<file path="src/rtl/servant_uart_fifo.sv">
// Synchronous show-ahead FIFO for received UART bytes.
// The head entry is always visible on o_data. Pointers carry one extra MSB
// so that full and empty can be told apart when the index bits are equal.
module servant_uart_fifo #(
    parameter int DEPTH = 8,
    parameter int WIDTH = 8
) (
    input  logic                     i_clk,
    input  logic                     i_rst,
    input  logic                     i_push,
    input  logic [WIDTH-1:0]         i_data,
    input  logic                     i_pop,
    output logic [WIDTH-1:0]         o_data,
    output logic                     o_full,
    output logic                     o_empty,
    output logic [$clog2(DEPTH):0]   o_level,
    output logic                     o_overflow_sticky
);

    localparam int AW = $clog2(DEPTH);

    logic [WIDTH-1:0] r_mem [DEPTH];
    logic [AW:0]      r_wr_ptr;
    logic [AW:0]      r_rd_ptr;
    logic             r_overflow;
    logic             w_do_pop;
    logic             w_do_push;

    assign o_empty = (r_wr_ptr == r_rd_ptr);
    assign o_full  = (r_wr_ptr[AW] != r_rd_ptr[AW]) &&
                     (r_wr_ptr[AW-1:0] == r_rd_ptr[AW-1:0]);

    // A pop on an empty FIFO is ignored; a push into a full FIFO only
    // succeeds if a pop frees the head slot in the same cycle.
    assign w_do_pop  = i_pop && !o_empty;
    assign w_do_push = i_push && (!o_full || w_do_pop);

    assign o_data            = r_mem[r_rd_ptr[AW-1:0]];
    assign o_level           = r_wr_ptr - r_rd_ptr;
    assign o_overflow_sticky = r_overflow;

    // Storage, pointer and sticky-overflow update.
    always_ff @(posedge i_clk) begin
        if (i_rst) begin
            r_wr_ptr   <= '0;
            r_rd_ptr   <= '0;
            r_overflow <= 1'b0;
            for (int i = 0; i < DEPTH; i++) begin
                r_mem[i] <= '0;
            end
        end else begin
            if (w_do_push) begin
                r_mem[r_wr_ptr[AW-1:0]] <= i_data;
                r_wr_ptr                <= r_wr_ptr + 1'b1;
            end
            if (w_do_pop) begin
                r_rd_ptr <= r_rd_ptr + 1'b1;
            end
            if (i_push && !w_do_push) begin
                r_overflow <= 1'b1;
            end
        end
    end

endmodule

</file>
<file path="src/rtl/servant_uart_rx.sv">
// 8N1 UART receiver for the servant console line with a small receive FIFO.
//
//   state | meaning
//   IDLE  | line idle; waiting for a falling edge after the line was seen high
//   START | timing to the middle of the start bit to reject glitches
//   DATA  | sampling 8 data bits mid-bit, LSB first
//   STOP  | sampling the stop bit; good stop pushes, low stop flags frame error
module servant_uart_rx #(
    parameter int CLKS_PER_BIT = 280,
    parameter int FIFO_DEPTH   = 8,
    parameter int CNT_W        = 9
) (
    input  logic                          wb_clk,
    input  logic                          wb_rst,
    input  logic                          i_rx,
    output logic [7:0]                    o_data,
    output logic                          o_valid,
    input  logic                          i_ready,
    output logic                          o_frame_err,
    output logic                          o_overflow,
    output logic [$clog2(FIFO_DEPTH):0]   o_level
);

    typedef enum logic [1:0] {
        S_IDLE  = 2'd0,
        S_START = 2'd1,
        S_DATA  = 2'd2,
        S_STOP  = 2'd3
    } rx_state_t;

    localparam logic [CNT_W-1:0] HALF_M1 = CNT_W'(CLKS_PER_BIT / 2 - 1);
    localparam logic [CNT_W-1:0] BIT_M1  = CNT_W'(CLKS_PER_BIT - 1);

    rx_state_t        r_state;
    rx_state_t        w_state_nxt;
    logic             r_rx_s1;
    logic             r_rx_s2;
    logic             r_rx_prev;
    logic             r_armed;
    logic [CNT_W-1:0] r_cnt;
    logic [CNT_W-1:0] w_cnt_nxt;
    logic [2:0]       r_idx;
    logic [2:0]       w_idx_nxt;
    logic [7:0]       r_shift;
    logic [7:0]       w_shift_nxt;
    logic             r_frame_err;
    logic             w_push;
    logic             w_ferr;
    logic             w_fall;
    logic             w_empty;

    assign w_fall = r_rx_prev && !r_rx_s2;

    // Two-flop synchroniser plus a history flop for falling-edge detection.
    always_ff @(posedge wb_clk) begin
        if (wb_rst) begin
            r_rx_s1   <= 1'b1;
            r_rx_s2   <= 1'b1;
            r_rx_prev <= 1'b1;
        end else begin
            r_rx_s1   <= i_rx;
            r_rx_s2   <= r_rx_s1;
            r_rx_prev <= r_rx_s2;
        end
    end

    // Arm start detection only once the line has been high in IDLE, so a
    // held-low break produces a single frame error instead of a stream.
    always_ff @(posedge wb_clk) begin
        if (wb_rst) begin
            r_armed <= 1'b0;
        end else if (r_state != S_IDLE) begin
            r_armed <= 1'b0;
        end else if (r_rx_s2) begin
            r_armed <= 1'b1;
        end
    end

    // Next-state, bit timing and sampling decisions.
    always_comb begin
        w_state_nxt = r_state;
        w_cnt_nxt   = r_cnt + 1'b1;
        w_idx_nxt   = r_idx;
        w_shift_nxt = r_shift;
        w_push      = 1'b0;
        w_ferr      = 1'b0;
        case (r_state)
            S_IDLE: begin
                w_cnt_nxt = '0;
                if (r_armed && w_fall) begin
                    w_state_nxt = S_START;
                end
            end
            S_START: begin
                if (r_cnt == HALF_M1) begin
                    w_cnt_nxt = '0;
                    if (!r_rx_s2) begin
                        w_state_nxt = S_DATA;
                        w_idx_nxt   = 3'd0;
                    end else begin
                        w_state_nxt = S_IDLE;
                    end
                end
            end
            S_DATA: begin
                if (r_cnt == BIT_M1) begin
                    w_cnt_nxt   = '0;
                    w_shift_nxt = {r_rx_s2, r_shift[7:1]};
                    if (r_idx == 3'd7) begin
                        w_state_nxt = S_STOP;
                    end else begin
                        w_idx_nxt = r_idx + 1'b1;
                    end
                end
            end
            S_STOP: begin
                if (r_cnt == BIT_M1) begin
                    w_cnt_nxt   = '0;
                    w_state_nxt = S_IDLE;
                    if (r_rx_s2) begin
                        w_push = 1'b1;
                    end else begin
                        w_ferr = 1'b1;
                    end
                end
            end
            default: begin
                w_state_nxt = S_IDLE;
                w_cnt_nxt   = '0;
            end
        endcase
    end

    // FSM state, counter, bit index, shift register and frame-error pulse.
    always_ff @(posedge wb_clk) begin
        if (wb_rst) begin
            r_state     <= S_IDLE;
            r_cnt       <= '0;
            r_idx       <= 3'd0;
            r_shift     <= 8'h00;
            r_frame_err <= 1'b0;
        end else begin
            r_state     <= w_state_nxt;
            r_cnt       <= w_cnt_nxt;
            r_idx       <= w_idx_nxt;
            r_shift     <= w_shift_nxt;
            r_frame_err <= w_ferr;
        end
    end

    assign o_frame_err = r_frame_err;
    assign o_valid     = !w_empty;

    servant_uart_fifo #(
        .DEPTH (FIFO_DEPTH),
        .WIDTH (8)
    ) u_fifo (
        .i_clk             (wb_clk),
        .i_rst             (wb_rst),
        .i_push            (w_push),
        .i_data            (r_shift),
        .i_pop             (o_valid && i_ready),
        .o_data            (o_data),
        .o_full            (),
        .o_empty           (w_empty),
        .o_level           (o_level),
        .o_overflow_sticky (o_overflow)
    );

endmodule

</file>
<file path="config.mk">
export PLATFORM = sky130hd
export DESIGN_NAME = servant_uart_rx
export DESIGN_NICKNAME = d
export VERILOG_FILES = /design/src/rtl/servant_uart_fifo.sv /design/src/rtl/servant_uart_rx.sv
export SDC_FILE = /design/constraint.sdc
export NUM_CORES = 1
export LEC_CHECK = 0
export BUFFER_PORTS_ARGS = -buffer_cell sky130_fd_sc_hd__buf_2
export CORE_AREA = 2 2 112 114
export DETAILED_ROUTE_END_ITERATION = 8
export DIE_AREA = 0 0 114 116
export MAX_ROUTING_LAYER = met4
export PLACE_DENSITY = 0.58
export SLEW_MARGIN = 20
export SYNTH_ARGS = -nofsm -noshare
export SYNTH_HDL_FRONTEND = slang
export SYNTH_SLANG_ARGS = --single-unit
</file>
<file path="constraint.sdc">
create_clock -name wb_clk -period 4.1 [get_ports wb_clk]
set_input_delay 0.615 -clock wb_clk [delete_from_list [all_inputs] [get_ports wb_clk]]
set_output_delay 0.615 -clock wb_clk [all_outputs]
set_load 0.005 [all_outputs]
</file>
### Word level (Yosys, flattened, before mapping)

Memories as Yosys holds them, arrays and structs flattened. A register that Yosys moved wholly into a read port is not among the register bits.
Cells that the tools add are included.

* bits in registers: 36
* bits in writable memories: 64
* memories kept: 1

Memories
* u_fifo.r_mem: words 8, bits a word 8, read ports 1, clocked after memory_dff 1, wr ports 8, RTL line servant_uart_fifo.sv:22 `logic [WIDTH-1:0] r_mem [DEPTH];`

* eq/ne operators: 16
* reduce and logical (&&, ||, !) cells: 22
* bitwise logic cells: 2
* $add $sub $neg: 5
* muxes and demuxes: 29

Operators by type and width (count)
* $pmux 9 s3: 1
* $mux 3: 7
* $mux 9: 2
* $ne 2x2->1 const B: 7
* $mux 2: 6
* $mux 1: 10
* $reduce_and 5->1: 2
* $add 9x1->9 const B: 1
* $eq 9x8->1 const B: 1
* $eq 9x9->1 const B: 1
* $add 4x1->4 const B: 2
* $mux 8: 1
* $pmux 2 s4: 1
* $reduce_or 8->1: 1
* $logic_and 1x1->1: 7
* $pmux 3 s2: 1
* $eq 2x2->1 const B: 2
* $eq 4x4->1: 1
* $logic_not 1->1: 4
* $reduce_bool 2->1: 2
* $reduce_or 2->1: 2
* $sub 4x4->4: 1
* $add 3x1->3 const B: 1
* $eq 3x3->1: 1
* other kinds (8): 9

### Logic depth before layout (Yosys ltp)

Gate-level depths: netlist of run 1.

* depth in word-level cells: 11
* depth in mapped cells: 7
* depth with buffers taken out: 6

### Cells and area by module

A second synthesis of run 1 with hierarchy kept.

* cell total of the unflattened synthesis: 386
* area total of the unflattened synthesis: 4665.7 sq um

By module, submodules not included
* servant_uart_fifo: area an instance 3529.6 sq um, times used 1, cells an instance 263
* servant_uart_rx: area an instance 1136.1 sq um, times used 1, cells an instance 123

### Worst setup path after synthesis of run 1

No wires, ideal clock.

* path type: reg-to-reg
* start: reg u_fifo.r_wr_ptr[0]
* end: mem u_fifo.r_mem[7][0] (enable)
* data arrival time: 2275 ps
* data required time: 3713 ps
* cell stages (with the launch flop): 7
* buffers on the path: 1
* period minus slack after synthesis: 2661 ps
* path slack: 1439 ps
* cells stage by stage: dfxtp_1 inv_2 ha_1 and4b_1 a21o_2 buf_4 o31ai_1

RTL lines
* start, declared: RTL line servant_uart_fifo.sv:23 `logic [AW:0] r_wr_ptr;`
* start signal, assigned: RTL line servant_uart_fifo.sv:54 `r_wr_ptr <= r_wr_ptr + 1'b1;`
* end, declared: RTL line servant_uart_fifo.sv:22

==> impl_metrics.tcl, run 1 <==
set metrics [dict create \
    gr-total-overflow 0 \
    start_util_pct 39.8 \
    final_hold_viol_count 0 \
    r2r_setup_slack_ns 1.42 \
    cp_max_fo 14 \
    synthAdderAreaFrac_pct 2.53 \
    critPathRequiredTime_ns 4.11 \
    synth_mux_area_share_pct 11.6 \
    end_kind "flip-flop" \
    crit_arrival_ns 2.69 \
    p_int_w 0.00157 \
    met2_length_mm 4.70 \
    yosysUniqueCellTypes 53 \
    crit_cells 6 \
    wirelength_mm 9.42 \
    io_pins 19 \
    highest_layer "met4" \
    synth_edf_count 64 \
    antenna_found_initial 0 \
    path_clk_slew_ns 0.07 \
    area_delta_synth_final_pct 10.6 \
    irDropWorstVdd_mv 0.212 \
    fp.coreArea_um2 11900 \
    die_area_um2 13200 \
    drv_cap 0 \
    slowest_stage "dfxtp_1" \
    min_path_cells 1 \
    synth-simple-area-share_pct 17.9 \
    ant_nets 0 \
    postCtsSetupRepairBufs 0 \
    ctsResizeCount 0 \
    grtUsageTotal_pct 15.8 \
    critPathTopFamily "simple AND/OR/NAND/NOR gates" \
    rows 40 \
    port_buffers 18 \
    ys_ff_latch 103 \
    met3_length_um 275 \
    drc 0 \
    synth-main-ff-cell "edfxtp_1" \
    post_synth.cell_area_avg_um2 12.6 \
    syn_nets 389 \
    outcome "completed" \
    finalNonFillerCells 544 \
    power.density_nw_per_um2 384 \
    synthCells 376 \
    slew_violations 0 \
    p_seq_share_pct 56.6 \
    clock_sinks 103 \
    worst_skew_pair.late_latency_ns 0.34 \
    cts_hold_buf 0 \
    grt_pass1_wl_mm 15.4 \
    grt_pass1_vias 2869 \
    vias_per_cell 5.19 \
    power_switching_share_pct 21.8 \
    slowest_delay_ns 0.57 \
    leakagePower_nw 1.96 \
    worstRegToRegCells 6 \
    place_ws_ns 1.41 \
    place_inst 528 \
    worst_clock_skew_ns 0.0107 \
    rsz0062_at_grt "no" \
    p_clk_share_pct 41.0 \
    postPlaceCellArea_um2 4950 \
    syn-cell-area_um2 4740 \
    routabilityCongestion 0.836 \
    final_common_cell "edfxtp_1" \
    fin_crit_ns 2.68 \
    wl_per_cell_um 17.3 \
    min_path_type "flip-flop to flip-flop" \
    die-width_um 114 \
    path_class "flip-flop to flip-flop" \
    startpoint_type "flip-flop" \
    synth_warnings 0 \
    worst_slew_pin_slew_ns 0.835 \
    cts_tree "done" \
    antenna_cells 0 \
    setup_viol 0 \
    layout_common_cells "edfxtp_1 (64), nor2_1 (53), dfxtp_1 (39), and2_1 (25), and3_1 (20)" \
    switching_power_w 0.000439 \
    crit_start "u_fifo.r_wr_ptr[0]" \
    min-delay-start "r_rx_s1" \
    worst_slack_ns 1.42 \
    min_period_over_period_pct 65.5 \
    relSlewSlack_pct 44.3 \
    comb_power_share_pct 2.4 \
    synthXorXnorAreaFrac_pct 2.56 \
    fmax_mhz 373 \
    synth-compound-area-share_pct 4.96 \
    seq_area_frac_synth_pct 57.0 \
    final_area_um2 5240 \
    ctsLongestPathBuffers 2 \
    cts_buffers 9 \
    layout.nets 405 \
    fp.dieH_um 116 \
    vias 2821 \
    grt_max_degree 33 \
    reg2reg_from "u_fifo.r_wr_ptr[0]" \
    crit_chain "inv_2 -> ha_1 -> and4b_1 -> a21o_2 -> nor3_2 -> or2_1" \
    place_hpwl_mm 6.69 \
    first_pass_iters 4 \
    synth_top_family_by_area "simple AND/OR/NAND/NOR gates" \
    cts_htree_levels 3 \
    wl_met1_mm 4.41 \
    setup_tns_ns 0 \
    ctsRootBufferMaster "clkbuf_16" \
    drt_iter0_drc 132 \
    drive_gt1_share_pct 20.7 \
    path_buf_inv 1 \
    synthArstFlopShare_pct 0 \
]
## state kept, by name (all words and copies together), names as in the netlist, named ones only
name / cells
r_rx_s1: 1
r_rx_prev: 1
u_fifo.r_mem: 64
r_shift: 8
o_frame_err: 1
u_fifo.o_overflow_sticky: 1
r_rx_s2: 1
r_idx: 3
u_fifo.r_rd_ptr: 4
r_state: 1
r_armed: 1
u_fifo.r_wr_ptr: 4
r_cnt: 9
## power by group through the flow
stage | sequential (W) | clock [W] | combinational, W
after floorplan | 0.00116 | 0 | 0.0000329
after global placement | 0.00116 | 0 | 0.0000493
after detailed placement | 0.00116 | 0 | 0.0000500
after CTS | 0.00114 | 0.000842 | 0.0000504
after global routing | 0.00114 | 0.000890 | 0.0000537
final | 0.00114 | 0.000825 | 0.0000492
## layout make-up
type	count	area, um^2
fillers	1100	6670
flip-flops and latches	103	2700
multi-input cells	241	1880
clock buffers	9	225
well taps	147	184
repair buffers	25	143
clock inverters	7	65.1
inverters	12	45.0
## layer usage
| metal | vias up | GRT usage, % |
|---|---|---|
| li1 | 1403 | - |
| met1 | 1370 | 20.0 |
| met2 | 42 | 26.3 |
| met3 | 6 | 3.61 |
| met4 | 0 | 2.93 |
| met5 | - | - |
## worst paths after layout
path,end
worst max-delay path,u_fifo.r_mem[4][6]
worst min-delay path,r_rx_s2
worst max register to register,u_fifo.r_mem[4][6]
worst min register to register,r_rx_s2
## through the flow
stage / total power (W) / util (%) / hold slack, ns
5_1_grt: 0.00209 / 44.0 / 0.437
2_1_floorplan: 0.00119 / - / 0.389
3_3_place_gp: 0.00121 / 41.6 / 0.397
3_5_place_dp: 0.00121 / 41.6 / 0.412
4_1_cts: 0.00203 / 44.0 / 0.433
6_report: 0.00201 / 44.0 / 0.425
## worst register-to-register path, delay by kind of cell (launching register included)
family / cells / cell delay (ns)
flip-flops: 1 / 0.57
adder cells (fa/ha/maj): 1 / 0.32
AO/OA/AOI/OAI: 1 / 0.33
AND/OR/NAND/NOR: 3 / 1.03
buffers and inverters: 1 / 0.11
## cells by family after synthesis
kind of cell	Yosys count
multiplexers	34
buffers and inverters	32
XOR/XNOR	13
AND/OR/NAND/NOR	152
adder cells (fa/ha/maj)	9
flip-flops	103
AO/OA/AOI/OAI	33
## cells in the mapped netlist, types with 8 or more instances
library cell  instances  area share (%)
ha_1                  8             2.1
inv_1                11            0.87
nor2_1               53             4.2
mux2_2                8             1.9
mux2i_1              10             2.1
dfxtp_1              39              16
edfxtp_1             64              41
a21oi_1               9            0.95
nand2_1              13             1.0
and2_1               25             3.3
and3_1               20             2.6
mux4_2               16             7.6
Power figures use the tool's default switching activity.
==> inputs of run 2 (changes only) <==
--- a/config.mk
+++ b/config.mk
@@ -5,6 +5,7 @@
 export SDC_FILE = /design/constraint.sdc
 export NUM_CORES = 1
 export LEC_CHECK = 0
+export ABC_AREA = 1
 export BUFFER_PORTS_ARGS = -buffer_cell sky130_fd_sc_hd__buf_2
 export CORE_AREA = 2 2 112 114
 export DETAILED_ROUTE_END_ITERATION = 8
==> constraint.sdc (replaced) <==
create_clock -name wb_clk -period 2.71 [get_ports wb_clk]
set_input_delay 0.4065 -clock wb_clk [delete_from_list [all_inputs] [get_ports wb_clk]]
set_output_delay 0.4065 -clock wb_clk [all_outputs]
set_load 0.005 [all_outputs]
==> run 2 against run 1 <==
Net effect:
- hold slack got worse by 0.18 ns
- critical path depth down 1
- sequential cell count did not move
- synthesized cell count rose by 35%
- register-to-register slack lost 1.0 ns
- utilization down 0.51 points
- die area is the same
- first-iteration DRC count rose by 120%
- clock power grew 41%
==> impl_metrics.tcl, run 2 <==
set metrics [dict create \
    outcome "completed" \
    nFillCells 1151 \
    cts_tree "done" \
    path_clk_slew_ns 0.06 \
    yosysTopAreaCell "edfxtp_1" \
    worst_clock_skew_ns 0.00852 \
    layout_common_cells "nor2_1 (148), nand2_1 (77), edfxtp_1 (64), dfxtp_1 (39), inv_1 (27)" \
    first_pass_iters 5 \
    slowest_delay_ns 0.47 \
    switching_power_w 0.000732 \
    synth_common_cells "nor2_1 (148), nand2_1 (77), edfxtp_1 (64)" \
    rows 40 \
    relSlewSlack_pct 59.3 \
    place_ws_ns 0.370 \
    clock_sinks 103 \
    setup_viol 0 \
    cts_htree_levels 3 \
    grt_max_degree 33 \
    fin_crit_ns 2.38 \
    regMostFlops "u_fifo.r_mem" \
    wl_per_cell_um 15.3 \
    grt_pass1_vias 3209 \
    antenna_cells 0 \
    die-width_um 114 \
    leakagePower_nw 1.99 \
    slowest_stage "dfxtp_1" \
    ff_latch_area_um2 2700 \
    drt_iter0_drc 285 \
    min_period_over_period_pct 88.0 \
    p_seq_share_pct 55.4 \
    cp_max_fo 4 \
    min_path_type "input port to flip-flop" \
    gr-total-overflow 0 \
    crit_chain "inv_1 -> ha_1 -> fa_1 -> xnor2_1 -> buf_2" \
    wirelength_mm 10.4 \
    startpoint_type "flip-flop" \
    ys_top_cells_by_area "edfxtp_1 (41%), dfxtp_1 (17%), nor2_1 (12%), nand2_1 (6.2%), o32ai_1 (3.0%)" \
    final_common_cell "nor2_1" \
    fp.dieH_um 116 \
    end_kind "output pin" \
    postCtsSetupRepairBufs 0 \
    slew_violations 0 \
    io_pins 19 \
    syn-cell-area_um2 4690 \
    cts_buffers 9 \
    synth-main-ff-cell "edfxtp_1" \
    drv_cap 0 \
    ctsLongestPathBuffers 2 \
    netlist.area_leader.share_pct 41.0 \
    place_hpwl_mm 7.38 \
    power.density_nw_per_um2 612 \
    largest_register_ffs 64 \
    final_hold_viol_count 0 \
    worst_slew_pin_slew_ns 0.609 \
    comb_power_share_pct 8.1 \
    cts_hold_buf 0 \
    ant_nets 0 \
    routabilityCongestion 0.812 \
    ctsResizeCount 0 \
    layout.nets 538 \
    fmax_mhz 419 \
    vias_per_cell 5.09 \
    die_area_um2 13200 \
    drive_gt1_share_pct 10.9 \
    finalPower_w 0.00317 \
    grt_pass1_wl_mm 16.4 \
    port_buffers 18 \
    worst_skew_pair.late_latency_ns 0.35 \
    start_util_pct 39.3 \
    ys_ff_latch 103 \
    synth_most_common_cell "nor2_1" \
    synth_edf_count 64 \
    power_switching_share_pct 23.1 \
    crit_arrival_ns 1.98 \
    rsz0062_at_grt "no" \
    synthArstFlopShare_pct 0 \
    fp.coreArea_um2 11900 \
    yosysUniqueCellTypes 33 \
    drc 0 \
    area_delta_synth_final_pct 10.5 \
    multi_input_area_um2 1780 \
    p_clk_share_pct 36.5 \
    top_regs "u_fifo.r_mem: 64 flops, r_cnt: 9 flops, r_shift: 8 flops" \
    grtUsageTotal_pct 16.9 \
    seq_area_frac_synth_pct 57.7 \
    ctsRootBufferMaster "clkbuf_16" \
    synth_warnings 0 \
    setup_tns_ns 0 \
    vias 3445 \
    post_synth.cell_area_avg_um2 9.21 \
    syn_nets 522 \
    worst_slack_ns 0.326 \
    synthCells 509 \
    critPathRequiredTime_ns 2.30 \
    path_class "flip-flop to output pin" \
    p_int_w 0.00244 \
    irDropWorstVdd_mv 0.330 \
    antenna_found_initial 0 \
]
-- run 2: layer usage --
layer | global-route usage, % | routed length [um]
met3 | 2.51 | 570
met2 | 27.4 | 4790
met4 | 6.10 | 197
met5 | - | 0
met1 | 21.6 | 4810
-- run 2: power by group through the flow --
stage	logic, W	registers, W	clock network (W)
finish	0.000257	0.00175	0.00116
global route	0.000291	0.00176	0.00123
CTS	0.000257	0.00175	0.00118
detailed placement	0.000256	0.00179	0
global placement	0.000255	0.00179	0
floorplan	0.000174	0.00177	0
-- run 2: kinds of logic (layout without fill, tap and decap cells) --
| kind of cell | after synthesis | in the layout | share of synthesized area (%) |
|---|---|---|---|
| xor+xnor | 7 | 7 | 1.47 |
| flops | 103 | 103 | 57.7 |
| compound gates | 68 | 68 | 8.62 |
| fa+ha+maj | 9 | 9 | 2.56 |
| simple gates | 267 | 267 | 25.2 |
| buf+inv | 55 | 76 | 4.43 |
-- run 2: worst paths after layout --
path                        endpoint  cells past startpoint                from  slack (ns)
setup / recovery          o_level[2]                      5  u_fifo.r_wr_ptr[0]        0.33
hold reg to reg              r_rx_s2                      1             r_rx_s1        0.41
setup reg to reg  u_fifo.r_mem[5][0]                      9  u_fifo.r_wr_ptr[0]        0.37
hold / removal               r_rx_s1                      2                i_rx        0.25
-- run 2: metrics by stage --
step	instances	utilization (%)	cell area (um^2)	hold WS, ns
6_report	677	43.5	5180	0.246
5_1_grt	677	43.5	5180	0.250
4_1_cts	677	43.5	5180	0.241
3_5_place_dp	661	41.3	4920	0.398
3_3_place_gp	661	41.3	4920	0.400
2_1_floorplan	509	-	4690	0.389
-- run 2: area by class of cell --
class	count	area share, %
clock buffers	12	4.57
clock inverters	4	0.483
inverters	40	2.90
multi-input cells	351	34.3
flip-flops and latches	103	52.2
well taps	147	3.55
repair buffers	20	2.03
-- run 2: critical path, delay by kind of cell, from the launching register on --
kind                       cells  cell delay (ns)
xor gates and xnor gates       1             0.17
adders and majority gates      2             0.66
buffers and inverters          2             0.34
DFF                            1             0.47
==> inputs of run 3 (changes only) <==
--- a/config.mk
+++ b/config.mk
@@ -7,11 +7,14 @@
 export LEC_CHECK = 0
 export ABC_AREA = 1
 export BUFFER_PORTS_ARGS = -buffer_cell sky130_fd_sc_hd__buf_2
-export CORE_AREA = 2 2 112 114
+export CELL_PAD_IN_SITES_DETAIL_PLACEMENT = 0
+export CELL_PAD_IN_SITES_GLOBAL_PLACEMENT = 2
+export CORE_AREA = 2 2 113 115
 export DETAILED_ROUTE_END_ITERATION = 8
-export DIE_AREA = 0 0 114 116
+export DIE_AREA = 0 0 115 117
 export MAX_ROUTING_LAYER = met4
-export PLACE_DENSITY = 0.58
+export PLACE_DENSITY = 0.81
+export RECOVER_POWER = 25
 export SLEW_MARGIN = 20
 export SYNTH_ARGS = -nofsm -noshare
 export SYNTH_HDL_FRONTEND = slang
==> run 3 against run 2 <==
Net effect:
- wire length is 2.0% higher
- setup slack worse by 0.12 ns
- sequential cell count did not move
- register-to-register slack got worse by 0.13 ns
- critical path type unchanged
- largest cell class unchanged
- highest routed layer unchanged
==> impl_metrics.tcl, run 3 (synthesis results as in run 2) <==
set metrics [dict create \
    outcome "completed" \
    nFillCells 1188 \
    fp.dieH_um 117 \
    grtUsageTotal_pct 17.4 \
    path_common_cell "nand2_1" \
    cts_buffers 9 \
    path_class "flip-flop to output pin" \
    clock_sinks 103 \
    antenna_cells 0 \
    cts_htree_levels 3 \
    power.density_nw_per_um2 633 \
    regMostFlops "u_fifo.r_mem" \
    worst_clock_skew_ns 0.00929 \
    fp.coreArea_um2 12300 \
    port_buffers 18 \
    vias 3406 \
    area_delta_synth_final_pct 10.9 \
    ant_nets 0 \
    die_area_um2 13500 \
    critPathRequiredTime_ns 2.30 \
    p_clk_share_pct 39.1 \
    final_util_pct 42.2 \
    grt_pass1_vias 3316 \
    start_util_pct 38.1 \
    grt_max_degree 33 \
    wl_per_cell_um 15.5 \
    crit_chain "o21ai_0 -> o32ai_1 -> nand2_1 -> nand2_1 -> buf_2" \
    layout.nets 538 \
    gr-total-overflow 0 \
    setup_tns_ns 0 \
    drc 0 \
    setup_viol 0 \
    place_ws_ns 0.382 \
    routabilityCongestion 0.774 \
    rsz0062_at_grt "no" \
    io_pins 19 \
    final_hold_viol_count 0 \
    layout_common_cells "nor2_1 (149), nand2_1 (79), edfxtp_1 (64), dfxtp_1 (39), o21ai_0 (30)" \
    final_common_cell "nor2_1" \
    min_path_type "input port to flip-flop" \
    postPlaceCellArea_um2 4920 \
    worst_slew_pin_slew_ns 0.977 \
    slew_violations 0 \
    ctsResizeCount 0 \
    startpoint_type "flip-flop" \
    rows 41 \
    worst_slack_ns 0.202 \
    antenna_found_initial 0 \
    die-width_um 115 \
    comb_power_share_pct 7.5 \
    fmax_mhz 399 \
    path_clk_slew_ns 0.07 \
    first_pass_iters 4 \
    final_area_um2 5200 \
    leakagePower_nw 1.96 \
    fin_crit_ns 2.51 \
    cp_max_fo 32 \
    wirelength_mm 10.6 \
    postCtsSetupRepairBufs 0 \
    irDropWorstVdd_mv 0.299 \
    cts_tree "done" \
    worst_skew_pair.late_latency_ns 0.34 \
    relSlewSlack_pct 34.8 \
    end_kind "output pin" \
    drive_gt1_share_pct 9.81 \
    power_switching_share_pct 22.3 \
    slowest_delay_ns 0.95 \
    min_period_over_period_pct 92.6 \
    switching_power_w 0.000735 \
    cts_hold_buf 0 \
    grt_pass1_wl_mm 16.9 \
    p_seq_share_pct 53.4 \
    top_regs "u_fifo.r_mem: 64 flops, r_cnt: 9 flops, r_shift: 8 flops" \
    ctsLongestPathBuffers 2 \
    ctsRootBufferMaster "clkbuf_16" \
    largest_register_ffs 64 \
    drv_cap 0 \
    crit_arrival_ns 2.10 \
    vias_per_cell 5.01 \
    place_hpwl_mm 7.64 \
    p_int_w 0.00256 \
    drt_iter0_drc 216 \
    slowest_stage "dfxtp_1" \
]
-- run 3: changes by cell type in the layout (fill, tap and decap cells not counted), moves of 2 or more --
cell,delta
clkbuf_1,+2
o21ai_1,-12
nand2_1,+2
nand2_4,-2
buf_2,-4
o21ai_0,+12
-- run 3: final timing paths --
kind	startpoint	endpoint	slack, ns	cells after the start
setup reg to reg	u_fifo.r_wr_ptr[0]	u_fifo.r_mem[4][4]	0.24	9
hold / removal	i_rx	r_rx_s1	0.25	2
hold reg to reg	r_rx_s1	r_rx_s2	0.42	1
setup / recovery	flip-flop	o_data[3]	0.20	5
-- run 3: final cells by class --
| cell class | count | area (um^2) | share of cell area, % |
|---|---|---|---|
| clock buffer | 11 | 243 | 4.67 |
| clock inverter | 5 | 56.3 | 1.08 |
| inverter | 40 | 150 | 2.89 |
| multi-input combinational | 351 | 1760 | 33.8 |
| sequential | 103 | 2700 | 52.0 |
| tap | 150 | 188 | 3.61 |
| timing repair buffer | 20 | 100 | 1.93 |
-- run 3: critical path: cells and delay by family, from the launching register on --
family                 cells  cell delay, ns
buffers and inverters      1            0.11
and+or+nand+nor            2            0.25
AOI/OAI and AO/OA          2            0.45
DFF                        1            0.95
-- run 3: per-stage QoR --
| stage | cells | hold WS [ns] | total power (W) |
|---|---|---|---|
| 3_5_place_dp | 664 | 0.402 | 0.00204 |
| 5_1_grt | 680 | 0.239 | 0.00342 |
| 2_1_floorplan | 509 | 0.389 | 0.00195 |
| 6_report | 680 | 0.254 | 0.00329 |
| 3_3_place_gp | 664 | 0.394 | 0.00204 |
| 4_1_cts | 680 | 0.241 | 0.00333 |
-- run 3: layer usage --
layer | global-route usage, % | wire length (um) | part of all wire (%)
met4 | 8.35 | 178 | 1.7
met1 | 21.4 | 4780 | 45
met5 | - | 0 | 0
met3 | 2.88 | 347 | 3.3
met2 | 28.0 | 5270 | 50
-- run 3: power groups by stage --
| stage | clock, W | combinational [W] | sequential, W |
|---|---|---|---|
| after floorplan | 0 | 0.000174 | 0.00177 |
| after global placement | 0 | 0.000248 | 0.00179 |
| after detailed placement | 0 | 0.000250 | 0.00179 |
| after CTS | 0.00132 | 0.000251 | 0.00176 |
| after global routing | 0.00138 | 0.000283 | 0.00176 |
| final | 0.00129 | 0.000246 | 0.00176 |
